## src/rtl/if_npc_unit_pkg.sv

```systemverilog
// Shared definitions for the instruction-fetch / next-PC stage.
// Next-PC command encoding matches what decode drives on npc_op.
// FSM state encoding used by the fetch controller.
package if_npc_unit_pkg;

  localparam logic [1:0] NPC_PLUS4  = 2'b00;
  localparam logic [1:0] NPC_BRANCH = 2'b01;
  localparam logic [1:0] NPC_JUMP   = 2'b10;
  localparam logic [1:0] NPC_JUMPR  = 2'b11;

  typedef enum logic [1:0] {
    FETCH = 2'b00,
    ISSUE = 2'b01,
    HALT  = 2'b10
  } state_t;

  // Branch offset: sign-extended 16-bit word displacement, scaled to bytes.
  function automatic logic [31:0] branch_offset(input logic [15:0] imm);
    return {{14{imm[15]}}, imm, 2'b00};
  endfunction

endpackage

```

## src/rtl/if_npc_unit_npc_calc.sv

```systemverilog
// Purpose: next-PC computation from the latched instruction and decode's command.
// Latency: purely combinational, zero cycles.
// Backpressure: none; result is only used on a consume edge.
// Ports: instr_pc/instr (latched instruction and its address), npc_op (command),
//        rs_data (register target for JUMPR), npc (computed next PC).
module npc_calc
  import if_npc_unit_pkg::*;
(
  input  logic [31:0] instr_pc,
  input  logic [31:0] instr,
  input  logic [1:0]  npc_op,
  input  logic [31:0] rs_data,
  output logic [31:0] npc
);

  logic [31:0] p4;
  logic        unused_op_bits;

  assign p4 = instr_pc + 32'd4;

  // The opcode field does not participate in target arithmetic.
  assign unused_op_bits = ^instr[31:26];

  always_comb begin
    npc = p4;
    case (npc_op)
      NPC_PLUS4:  npc = p4;
      NPC_BRANCH: npc = p4 + branch_offset(instr[15:0]);
      NPC_JUMP:   npc = {p4[31:28], instr[25:0], 2'b00};
      NPC_JUMPR:  npc = rs_data;
      default:    npc = p4;
    endcase
  end

endmodule

```

## src/rtl/if_npc_unit.sv

```systemverilog
// Purpose: holds the PC, fetches one instruction at a time and presents it to decode.
// Latency: 2 cycles per instruction minimum (fetch cycle + issue cycle), no speculation.
// Backpressure: waits in FETCH while imem_ready=0; holds instr in ISSUE while id_ready=0.
// Ports: clk/rstn; imem_req/imem_addr/imem_ready/imem_rdata (memory side);
//        instr/instr_pc/instr_valid/op/funct/id_ready/npc_op/rs_data (decode side);
//        misalign (sticky error), retired (consumed-instruction count).
module if_npc_unit
  import if_npc_unit_pkg::*;
#(
  parameter logic [31:0] RESET_PC = 32'h0000_0000,
  parameter int          CNT_W    = 32
) (
  input  logic             clk,
  input  logic             rstn,
  output logic             imem_req,
  output logic [31:0]      imem_addr,
  input  logic             imem_ready,
  input  logic [31:0]      imem_rdata,
  output logic [31:0]      instr,
  output logic [31:0]      instr_pc,
  output logic             instr_valid,
  output logic [5:0]       op,
  output logic [5:0]       funct,
  input  logic             id_ready,
  input  logic [1:0]       npc_op,
  input  logic [31:0]      rs_data,
  output logic             misalign,
  output logic [CNT_W-1:0] retired
);

  localparam logic [CNT_W-1:0] CNT_ONE = {{(CNT_W-1){1'b0}}, 1'b1};

  state_t      state;
  state_t      state_nx;
  logic        run;        // low from reset until the first clock edge with rstn high
  logic [31:0] pc;
  logic [31:0] npc;
  logic        fetch_done;
  logic        consume;

  npc_calc u_npc_calc (
    .instr_pc (instr_pc),
    .instr    (instr),
    .npc_op   (npc_op),
    .rs_data  (rs_data),
    .npc      (npc)
  );

  assign imem_addr = pc;
  assign op        = instr[31:26];
  assign funct     = instr[5:0];

  always_ff @(posedge clk or negedge rstn) begin
    if (!rstn) begin
      state <= FETCH;
    end else begin
      state <= state_nx;
    end
  end

  always_comb begin
    state_nx   = state;
    imem_req   = 1'b0;
    fetch_done = 1'b0;
    consume    = 1'b0;
    case (state)
      FETCH: begin
        // Gate the request until reset has been seen released on a clock edge.
        imem_req = run;
        if (run && imem_ready) begin
          fetch_done = 1'b1;
          state_nx   = ISSUE;
        end
      end
      ISSUE: begin
        if (id_ready) begin
          consume  = 1'b1;
          state_nx = (npc[1:0] == 2'b00) ? FETCH : HALT;
        end
      end
      HALT: begin
        state_nx = HALT;
      end
      default: begin
        state_nx = HALT;
      end
    endcase
  end

  always_ff @(posedge clk or negedge rstn) begin
    if (!rstn) begin
      run         <= 1'b0;
      pc          <= RESET_PC;
      instr       <= 32'd0;
      instr_pc    <= 32'd0;
      instr_valid <= 1'b0;
      misalign    <= 1'b0;
      retired     <= '0;
    end else begin
      run <= 1'b1;
      if (fetch_done) begin
        instr       <= imem_rdata;
        instr_pc    <= pc;
        instr_valid <= 1'b1;
      end
      if (consume) begin
        // A misaligned target is still loaded into pc so it can be inspected.
        pc          <= npc;
        retired     <= retired + CNT_ONE;
        instr_valid <= 1'b0;
        if (npc[1:0] != 2'b00) begin
          misalign <= 1'b1;
        end
      end
    end
  end

endmodule

```

## config.mk

```make
export PLATFORM = sky130hd
export DESIGN_NAME = if_npc_unit
export DESIGN_NICKNAME = d
export VERILOG_FILES = /design/src/rtl/if_npc_unit_pkg.sv /design/src/rtl/if_npc_unit_npc_calc.sv /design/src/rtl/if_npc_unit.sv
export SDC_FILE = /design/constraint.sdc
export NUM_CORES = 1
export LEC_CHECK = 0
export CELL_PAD_IN_SITES_DETAIL_PLACEMENT = 0
export CELL_PAD_IN_SITES_GLOBAL_PLACEMENT = 1
export CORE_ASPECT_RATIO = 1.25
export CORE_MARGIN = 2
export CORE_UTILIZATION = 38
export DETAILED_ROUTE_END_ITERATION = 10
export PLACE_DENSITY = 0.84
export SLEW_MARGIN = 5
export SYNTH_ARGS = -nofsm -noshare
export SYNTH_HDL_FRONTEND = slang
export SYNTH_HIERARCHICAL = 1
export SYNTH_SLANG_ARGS = --single-unit
```

## constraint.sdc

```tcl
create_clock -name clk -period 4.8 [get_ports clk]
set_input_delay 0.96 -clock clk [delete_from_list [all_inputs] [get_ports clk]]
set_output_delay 0.96 -clock clk [all_outputs]
set_load 0.01 [all_outputs]
```

==> results.cfg, run 1 <==
[outcome]
run_status = complete, no violations

[setup_path]
timing.critical_path.slowest_cell_delay_ps = 610
worstSetupStartpointType = register
critical_path.cell_chain = ha_1 -> nand2_1 -> nor3_2 -> nand3_1 -> nor2_1 -> xor2_1 -> ha_1 -> a21oi_1 -> o21ai_0 -> a211oi_1 -> nor3_1 -> a2111o_1 -> nor4_1 -> nor3b_1 -> nand2_1 -> nand2_1
critPathMostFrequentCell = nand2_1
critical_path.endpoint_type = register
crit_type = register to register
wp_data_required_ps = 5110
timing.critical_path.fanout_max = 7
critical_path.top_delay_family = simple AND/OR/NAND/NOR gates
worst-endpoint-arrival_ps = 4600
slowest_stage = nor3_2
critPathBufInv = 0

[final_layout]
finish.cell_count_without_fillers = 1290
syn2layout_area_growth_pct = 33.7
n_antenna_cell = 0
drive_above_1_share_pct = 14.2
post-route-util_pct = 51.5
final_net_count = 1104
layout.cell_area.non_filler_um2 = 11100

[logic_synthesis]
post-synth-top-count-cell = nand2_1
synth_seq_area_share_pct = 40.2
synth_fa_ha_area_share_pct = 5.54
synth.area.top_cells = dfrtp_1, mux2_2, xnor2_1
synth_compound_area_share_pct = 7.64
synth.cells.most_frequent = nand2_1, dfrtp_1, mux2_2, xnor2_1, ha_1
synth_enable_flop_cells = 0
ys_dominant_reg_cell = dfrtp_1
syn-cell-area_um2 = 8270
syn-mean-instance-area_um2 = 10.2
synth_top_family_by_area = simple AND/OR/NAND/NOR gates
yosysTopAreaCell = dfrtp_1
yosys.area_share.xor_xnor_pct = 8.79
yosys.cell_types.count = 63
synthCells = 808
yosys_warnings = 6
muxShareOfSynthArea_pct = 15.7
mappedNetlistNets = 914
postSynth.asyncResetShare_pct = 100
yosysTopAreaCellShare_pct = 40.2
yosys_register_bits = 133
synthSimpleGateAreaFrac_pct = 17.7

[floorplan]
core-area_um2 = 21500
initial_cell_density_of_the_core_pct = 38.5
die_w_um = 136
fp.dieArea_um2 = 23000
total_number_of_placement_rows = 60
die-height_um = 169
design.portCount = 213

[clock_network]
tritoncts_num_sinks = 133
cts_setup_buffers = 0
clk_transition_reported_paths_ps = 70
post_cts.resized_instances = 0
ctsLongestPathBuffers = 2
numCtsBuffers = 17
cts_root_buf = clkbuf_16
clock_latency_ps = 420
cts_tree = built
cts.hold.buffers_added = 0
ctsHtreeMaxLevel = 4

[global_route]
grt_max_degree = 106
antenna_found_initial = 0
first_pass_grt_wire_length_mm = 37.3
first_global_vias = 6800
grt.overflow.total = 0
globalRouteTotalUtil_pct = 20.7

[run]
cap_viol_max_count = 0

[pwr]
power.density_nw_per_um2 = 679
peak_supply_drop_mv = 0.333
total_leakage_power_nw = 4.67

[route]
dr_total_vias = 6804
avgRoutedWirePerCell_um = 18.1
wirelength_mm = 23.3
detail-route-antenna-nets = 0
detailedRoute.firstPassIterationCount = 7
initial_drc_count = 345
drc = 0
vias_per_cell = 5.27

[placement]
routabilityCongestion = 0.867
portBuffers = 212
detailed_place.area_um2 = 10500
placed_cells = 1258
dpl_worst_slack_ps = 536
place_hpwl_mm = 16.7

[sta]
report.final.setup_viol = 0
setup-tns-final_ps = 0
fmax_mhz = 233
post_route_fraction_of_the_period_consumed_by_the_critical_path_pct = 89.5
final_max_slew_viol_count = 0
timing.slew.headroom_pct = 20.7
unrepaired_setup_endpoints_after_global_routing = false
final_critical_path_setup_slack_ps = 502
hold_violations = 0
fin_crit_ps = 4300
fin_worst_skew_ps = 12.0
tightestPinTransition_ps = 1180

[min_path]
timing.hold.worst.class = register to register
cells in the final DEF (no fill, tap or decap), types with 3 or more instances in the layout:
master | Yosys | final
o21bai_1 | 7 | 7
mux2i_1 | 6 | 6
inv_6 | 0 | 7
a211oi_1 | 4 | 4
nor2b_1 | 7 | 7
nand2b_1 | 6 | 6
nor4_1 | 4 | 4
and4_1 | 4 | 4
nor2_1 | 32 | 32
ha_1 | 35 | 35
nand2_1 | 144 | 144
nor3b_1 | 3 | 3
clkbuf_16 | 0 | 17
and3_1 | 8 | 8
xor2_1 | 17 | 17
o22ai_1 | 3 | 3
o221ai_1 | 3 | 3
mux4_2 | 22 | 22
clkdlybuf4s50_1 | 0 | 210
buf_4 | 15 | 5
nor3_2 | 3 | 3
nand4_1 | 29 | 29
o21ai_0 | 12 | 12
inv_1 | 21 | 21
and2_1 | 5 | 4
a21o_1 | 8 | 8
nand3_1 | 34 | 34
nor3_1 | 9 | 9
dfrtp_1 | 133 | 133
a31oi_1 | 5 | 5
clkinvlp_4 | 0 | 3
mux2_2 | 66 | 66
a21oi_1 | 26 | 26
xnor2_1 | 66 | 66
o31ai_1 | 3 | 3
final cells by class:
class / count / area (um2)
fillers: 1994 / 10400
multi-input cells: 608 / 4590
flip-flops and latches: 133 / 3330
repair buffers: 217 / 2160
clock buffers: 17 / 425
well taps: 279 / 349
clock inverters: 15 / 136
inverters: 21 / 78.8
per-layer routing:
layer / vias to the layer above / share of wire, % / wire length [um] / GRT usage, %
met5: - / 0 / 0 / 0
met4: 0 / 1.2 / 291 / 5.53
met3: 19 / 4.5 / 1040 / 3.56
met2: 167 / 51 / 11900 / 36.2
met1: 3369 / 43 / 10100 / 26.3
li1: 3249 / - / - / -
worst register-to-register path, cell delays in order (launching register included):
cell and delay (ps):
dfrtp_1 450, ha_1 290, nand2_1 90, nor3_2 610, nand3_1 330, nor2_1 210, xor2_1 220, ha_1 330
a21oi_1 200, o21ai_0 160, a211oi_1 310, nor3_1 100, a2111o_1 410, nor4_1 260, nor3b_1 90, nand2_1 70
nand2_1 50
sequential cells by signal, indices dropped and copies added, names as in the netlist:
| register | count |
|---|---|
| instr | 32 |
| instr_valid | 1 |
| run | 1 |
| instr_pc | 32 |
| misalign | 1 |
| retired | 32 |
| state | 2 |
| imem_addr | 32 |
per-stage QoR:
| step | power, W | hold slack, ps |
|---|---|---|
| 6_report | 0.00751 | 478 |
| 2_1_floorplan | 0.00463 | 507 |
| 4_1_cts | 0.00755 | 482 |
| 3_3_place_gp | 0.00622 | 461 |
| 5_1_grt | 0.00803 | 499 |
| 3_5_place_dp | 0.00625 | 465 |
final timing paths:
kind                            cells past startpoint         from  slack, ps             to
worst max-delay path                               16  instr_pc[2]        500  imem_addr[31]
worst min-delay path                                1  instr_valid        480    instr_valid
worst max register to register                     16  instr_pc[2]        500  imem_addr[31]
worst min register to register                      1  instr_valid        480    instr_valid
max in group asynchronous                           2         rstn       3220  imem_addr[27]
min in group asynchronous                           1         rstn        620      instr[14]
report_power, final:
group	leakage (nW)	total, W	internal (W)	switching [W]
logic	2.71	0.00420	0.00219	0.00200
registers	1.70	0.00205	0.00154	0.000510
clock network	0.269	0.00126	0.000683	0.000581
cells by family after synthesis:
family,count (synthesis)
compound gates,92
xor+xnor,83
fa+ha+maj,36
buf+inv,67
flops,133
mux,94
other cells,1
simple gates,302
No activity file was read; power rests on OpenSTA's default activity.
==> inputs of run 2 (changes only) <==
--- a/config.mk
+++ b/config.mk
@@ -7,12 +7,11 @@
 export LEC_CHECK = 0
 export CELL_PAD_IN_SITES_DETAIL_PLACEMENT = 0
 export CELL_PAD_IN_SITES_GLOBAL_PLACEMENT = 1
-export CORE_ASPECT_RATIO = 1.25
+export CORE_ASPECT_RATIO = 0.75
 export CORE_MARGIN = 2
 export CORE_UTILIZATION = 38
 export DETAILED_ROUTE_END_ITERATION = 10
 export PLACE_DENSITY = 0.84
-export SLEW_MARGIN = 5
 export SYNTH_ARGS = -nofsm -noshare
 export SYNTH_HDL_FRONTEND = slang
 export SYNTH_HIERARCHICAL = 1
==> run 2 against run 1 <==
Final area up 0.43%. Clock power about the same. Final cell count up 0.93%. Die area about the same. Utilization up 0.79 points. Wire length up 3.2%. Critical path depth up 1. Via count up 1.4%. Worst hold slack about the same. Global-route usage up 0.63 points. Critical path type unchanged. Largest cell class unchanged. Largest power group unchanged. Highest routed layer unchanged.
==> results.cfg, run 2 (synthesized netlist as in run 1, its figures left out) <==
[pwr]
peak_supply_drop_mv = 0.346
total_leakage_power_nw = 4.70
power.density_nw_per_um2 = 684

[sta]
timing.slew.headroom_pct = 18.2
tightestPinTransition_ps = 1220
fmax_mhz = 240
hold_violations = 0
fin_crit_ps = 4160
unrepaired_setup_endpoints_after_global_routing = false
post_route_fraction_of_the_period_consumed_by_the_critical_path_pct = 86.6
final_max_slew_viol_count = 0
report.final.setup_viol = 0
fin_worst_skew_ps = 12.1
setup-tns-final_ps = 0

[setup_path]
crit_type = register to register
worst-r2r-cell-count = 17
critical_path.endpoint_type = register
worstSetupStartpointType = register
timing.critical_path.fanout_max = 7
wp_data_required_ps = 5120
worst-endpoint-arrival_ps = 4470

[floorplan]
design.portCount = 213
fp.dieArea_um2 = 23000
core-area_um2 = 21200
total_number_of_placement_rows = 46
initial_cell_density_of_the_core_pct = 39.0
die_w_um = 174
die-height_um = 132

[final_layout]
final_net_count = 1107
commonest_cells_after_routing_fill_and_taps_aside = clkdlybuf4s50_1, nand2_1, dfrtp_1, mux2_2, xnor2_1
n_antenna_cell = 0
finish.cell_count_without_fillers = 1302
drive_above_1_share_pct = 14.5
nFillCells = 1899
syn2layout_area_growth_pct = 34.3
final_common_cell = clkdlybuf4s50_1

[placement]
place_hpwl_mm = 17.6
routabilityCongestion = 0.863
portBuffers = 212
placed_cells = 1270

[global_route]
antenna_found_initial = 0
globalRouteTotalUtil_pct = 21.3
grt.overflow.total = 0
first_global_vias = 6863
first_pass_grt_wire_length_mm = 38.7
grt_max_degree = 73

[route]
detailedRoute.firstPassIterationCount = 5
detail-route-antenna-nets = 0
dr_total_vias = 6902
drc = 0
vias_per_cell = 5.30
initial_drc_count = 484
avgRoutedWirePerCell_um = 18.5
wirelength_mm = 24.0

[clock_network]
cts_root_buf = clkbuf_16
cts.hold.buffers_added = 0
ctsHtreeMaxLevel = 4
cts_setup_buffers = 0
clock_latency_ps = 430
clk_transition_reported_paths_ps = 70
numCtsBuffers = 17
post_cts.resized_instances = 0
ctsLongestPathBuffers = 2
cts_tree = built
tritoncts_num_sinks = 133

[min_path]
min_delay_path_depth = 1
timing.hold.worst.class = register to register

[run]
cap_viol_max_count = 0

[outcome]
run_status = complete, no violations
==> run 2: cell types whose count changed in the layout (fill, tap and decap cells not counted) <==
cell | before | now
inv_6 | 7 | 5
buf_4 | 5 | 8
clkinv_4 | 1 | 0
clkinv_2 | 1 | 0
inv_8 | 2 | 6
==> run 2: path summary, 6_finish.rpt <==
kind	from	to	slack [ps]
worst max-delay path	instr_pc[2]	imem_addr[31]	640
worst min-delay path	instr_valid	instr_valid	480
worst max register to register	instr_pc[2]	imem_addr[31]	640
worst min register to register	instr_valid	instr_valid	480
max in group asynchronous	rstn	imem_addr[28]	3360
min in group asynchronous	rstn	imem_addr[4]	550
==> run 2: power breakdown <==
group | switching (W) | internal, W | total (W)
registers | 0.000547 | 0.00154 | 0.00208
clock network | 0.000591 | 0.000693 | 0.00128
logic | 0.00203 | 0.00220 | 0.00423
==> run 2: per-layer routing <==
| layer | track usage (%) | vias up | share of wire, % |
|---|---|---|---|
| li1 | - | 3257 | - |
| met1 | 30.9 | 3395 | 50 |
| met2 | 32.2 | 229 | 44 |
| met3 | 4.47 | 21 | 5.4 |
| met4 | 6.26 | 0 | 1.4 |
| met5 | 0 | - | 0 |
==> run 2: worst max-delay path: stages (launching register included) <==
cell and delay [ps]:
dfrtp_1 490, ha_1 320, nand2_1 100, nor3_2 260, buf_4 240, nand3_1 210
nor2_1 180, xor2_1 200, ha_1 330, a21oi_1 210, o21ai_0 170, a211oi_1 330
nor3_1 120, a2111o_1 420, nor4_1 250, nor3b_1 90, nand2_1 70, nand2_1 50
==> run 2: area by class of cell <==
| type | instances | area [um2] | area share, % |
|---|---|---|---|
| Tap cell | 288 | 360 | 3.24 |
| Inverter | 21 | 78.8 | 0.709 |
| Clock inverter | 15 | 150 | 1.35 |
| Clock buffer | 17 | 425 | 3.83 |
| Sequential cell | 133 | 3330 | 30.0 |
| Timing Repair Buffer | 220 | 2180 | 19.6 |
| Multi-Input combinational cell | 608 | 4590 | 41.3 |
==> run 2: stage by stage <==
| stage | setup WS, ps | hold slack (ps) | power (W) | cell area, um2 | util, % |
|---|---|---|---|---|---|
| floorplan | 1300 | 507 | 0.00463 | 8270 | - |
| global placement | 844 | 458 | 0.00624 | 10500 | 49.6 |
| detailed placement | 783 | 468 | 0.00627 | 10500 | 49.6 |
| CTS | 743 | 483 | 0.00761 | 11100 | 52.3 |
| global route | 326 | 497 | 0.00814 | 11100 | 52.3 |
| finish | 642 | 477 | 0.00760 | 11100 | 52.3 |
==> inputs of run 3 (changes only) <==
--- a/config.mk
+++ b/config.mk
@@ -5,6 +5,7 @@
 export SDC_FILE = /design/constraint.sdc
 export NUM_CORES = 1
 export LEC_CHECK = 0
+export CAP_MARGIN = 15
 export CELL_PAD_IN_SITES_DETAIL_PLACEMENT = 0
 export CELL_PAD_IN_SITES_GLOBAL_PLACEMENT = 1
 export CORE_ASPECT_RATIO = 0.75
==> run 3 against run 2 <==
Largest cell class unchanged. Combinational power barely moved. Sequential power barely moved. Clock skew rose by 0.88 ps. Largest power group unchanged.
==> results.cfg, run 3 (synthesized netlist as in run 1, its figures left out) <==
[setup_path]
critPathMostFrequentCell = nand2_1
worst-endpoint-arrival_ps = 4450
critical_path.endpoint_type = register
worstSetupStartpointType = register
crit_type = register to register
critical_path.top_delay_family = simple AND/OR/NAND/NOR gates
critical_path.cell_chain = ha_1 -> nand2_1 -> nor3_2 -> buf_4 -> nand3_1 -> nor2_1 -> xor2_1 -> ha_1 -> a21oi_1 -> o21ai_0 -> a211oi_1 -> nor3_1 -> a2111o_1 -> nor4_1 -> nor3b_1 -> nand2_1 -> nand2_1
timing.critical_path.fanout_max = 7
slowest_stage = dfrtp_1
wp_data_required_ps = 5120
timing.critical_path.slowest_cell_delay_ps = 490
critPathBufInv = 1

[pwr]
combinationalPowerShare_pct = 55.7
total_switching_power_w = 0.00317
power.share.sequential_pct = 27.4
sw_frac_of_total_pct = 41.7
internal_power_w = 0.00443
peak_supply_drop_mv = 0.343
power.density_nw_per_um2 = 683
total_leakage_power_nw = 4.70
clkPwrFrac_pct = 16.9

[floorplan]
die-height_um = 132
total_number_of_placement_rows = 46
die_w_um = 174
design.portCount = 213
fp.dieArea_um2 = 23000
core-area_um2 = 21200
initial_cell_density_of_the_core_pct = 39.0

[sta]
fmax_mhz = 242
report.final.setup_viol = 0
hold_violations = 0
unrepaired_setup_endpoints_after_global_routing = false
final_max_slew_viol_count = 0
setup-tns-final_ps = 0
tightestPinTransition_ps = 970
post_route_fraction_of_the_period_consumed_by_the_critical_path_pct = 86.1
fin_worst_skew_ps = 13.0
timing.slew.headroom_pct = 35.1
fin_crit_ps = 4130

[run]
cap_viol_max_count = 0

[final_layout]
commonest_cells_after_routing_fill_and_taps_aside = clkdlybuf4s50_1, nand2_1, dfrtp_1, mux2_2, xnor2_1
syn2layout_area_growth_pct = 34.4
n_antenna_cell = 0
finish.cell_count_without_fillers = 1303
final_net_count = 1108
final_common_cell = clkdlybuf4s50_1
drive_above_1_share_pct = 14.6

[route]
avgRoutedWirePerCell_um = 18.5
initial_drc_count = 447
detail-route-antenna-nets = 0
vias_per_cell = 5.31
drc = 0
detailedRoute.firstPassIterationCount = 6
wirelength_mm = 24.1
dr_total_vias = 6918

[global_route]
grt.overflow.total = 0
antenna_found_initial = 0
first_global_vias = 6863
globalRouteTotalUtil_pct = 21.3
first_pass_grt_wire_length_mm = 38.7
grt_max_degree = 73

[clock_network]
ctsLongestPathBuffers = 2
cts_root_buf = clkbuf_16
clk_transition_reported_paths_ps = 70
clock_latency_ps = 430
post_cts.resized_instances = 0
ctsHtreeMaxLevel = 4
cts_tree = built
numCtsBuffers = 17
cts.hold.buffers_added = 0
tritoncts_num_sinks = 133
cts_setup_buffers = 0

[outcome]
run_status = complete, no violations

[placement]
placed_cells = 1270
portBuffers = 212
routabilityCongestion = 0.863
place_hpwl_mm = 17.6

[min_path]
timing.hold.worst.class = register to register
run 3: changes by cell type in the layout (fill, tap and decap cells not counted), sizes merged:
cell	change
buf	+1
run 3: worst paths after layout:
kind                       depth (start not counted)  slack [ps]       endpoint         from
setup reg to reg                                  17         670  imem_addr[31]  instr_pc[2]
min in group asynchronous                          1         550   imem_addr[4]         rstn
max in group asynchronous                          2        3360  imem_addr[28]         rstn
hold reg to reg                                    1         480    instr_valid  instr_valid
hold / removal                                     1         480    instr_valid  instr_valid
setup / recovery                                  17         670  imem_addr[31]  instr_pc[2]
run 3: layer usage:
| metal | track usage, % | share of wire, % | vias to the layer above |
|---|---|---|---|
| met3 | 4.47 | 6.1 | 24 |
| met4 | 6.26 | 1.5 | 0 |
| met5 | 0 | 0 | - |
| li1 | - | - | 3257 |
| met2 | 32.2 | 43 | 246 |
| met1 | 30.9 | 49 | 3391 |
run 3: worst register-to-register path, delay by kind of cell (launching register included):
kind            cells  cell delay (ps)
simple gates        9             1320
compound gates      4             1120
flops               1              490
xor+xnor            1              200
fa+ha+maj           2              650
buf+inv             1              240
run 3: through the flow:
stage | power, W | worst slack [ps] | cell area (um2) | hold slack [ps] | util, %
4_1_cts | 0.00761 | 743 | 11100 | 483 | 52.3
3_3_place_gp | 0.00624 | 844 | 10500 | 458 | 49.6
3_5_place_dp | 0.00627 | 783 | 10500 | 468 | 49.6
6_report | 0.00760 | 669 | 11100 | 477 | 52.4
5_1_grt | 0.00814 | 326 | 11100 | 497 | 52.4
2_1_floorplan | 0.00463 | 1300 | 8270 | 507 | -
run 3: area by class of cell:
type | instances | area (um2)
clock inverter | 15 | 150
multi-input combinational | 608 | 4590
tap | 288 | 360
timing repair buffer | 221 | 2190
inverter | 21 | 78.8
clock buffer | 17 | 425
sequential | 133 | 3330
fill | 1897 | 10100
run 3: power by group through the flow:
stage	combinational, W	clock, W	sequential (W)
6_report	0.00423	0.00129	0.00208
3_5_place_dp	0.00417	0	0.00210
4_1_cts	0.00421	0.00131	0.00208
5_1_grt	0.00461	0.00137	0.00217
2_1_floorplan	0.00250	0	0.00213
3_3_place_gp	0.00416	0	0.00209
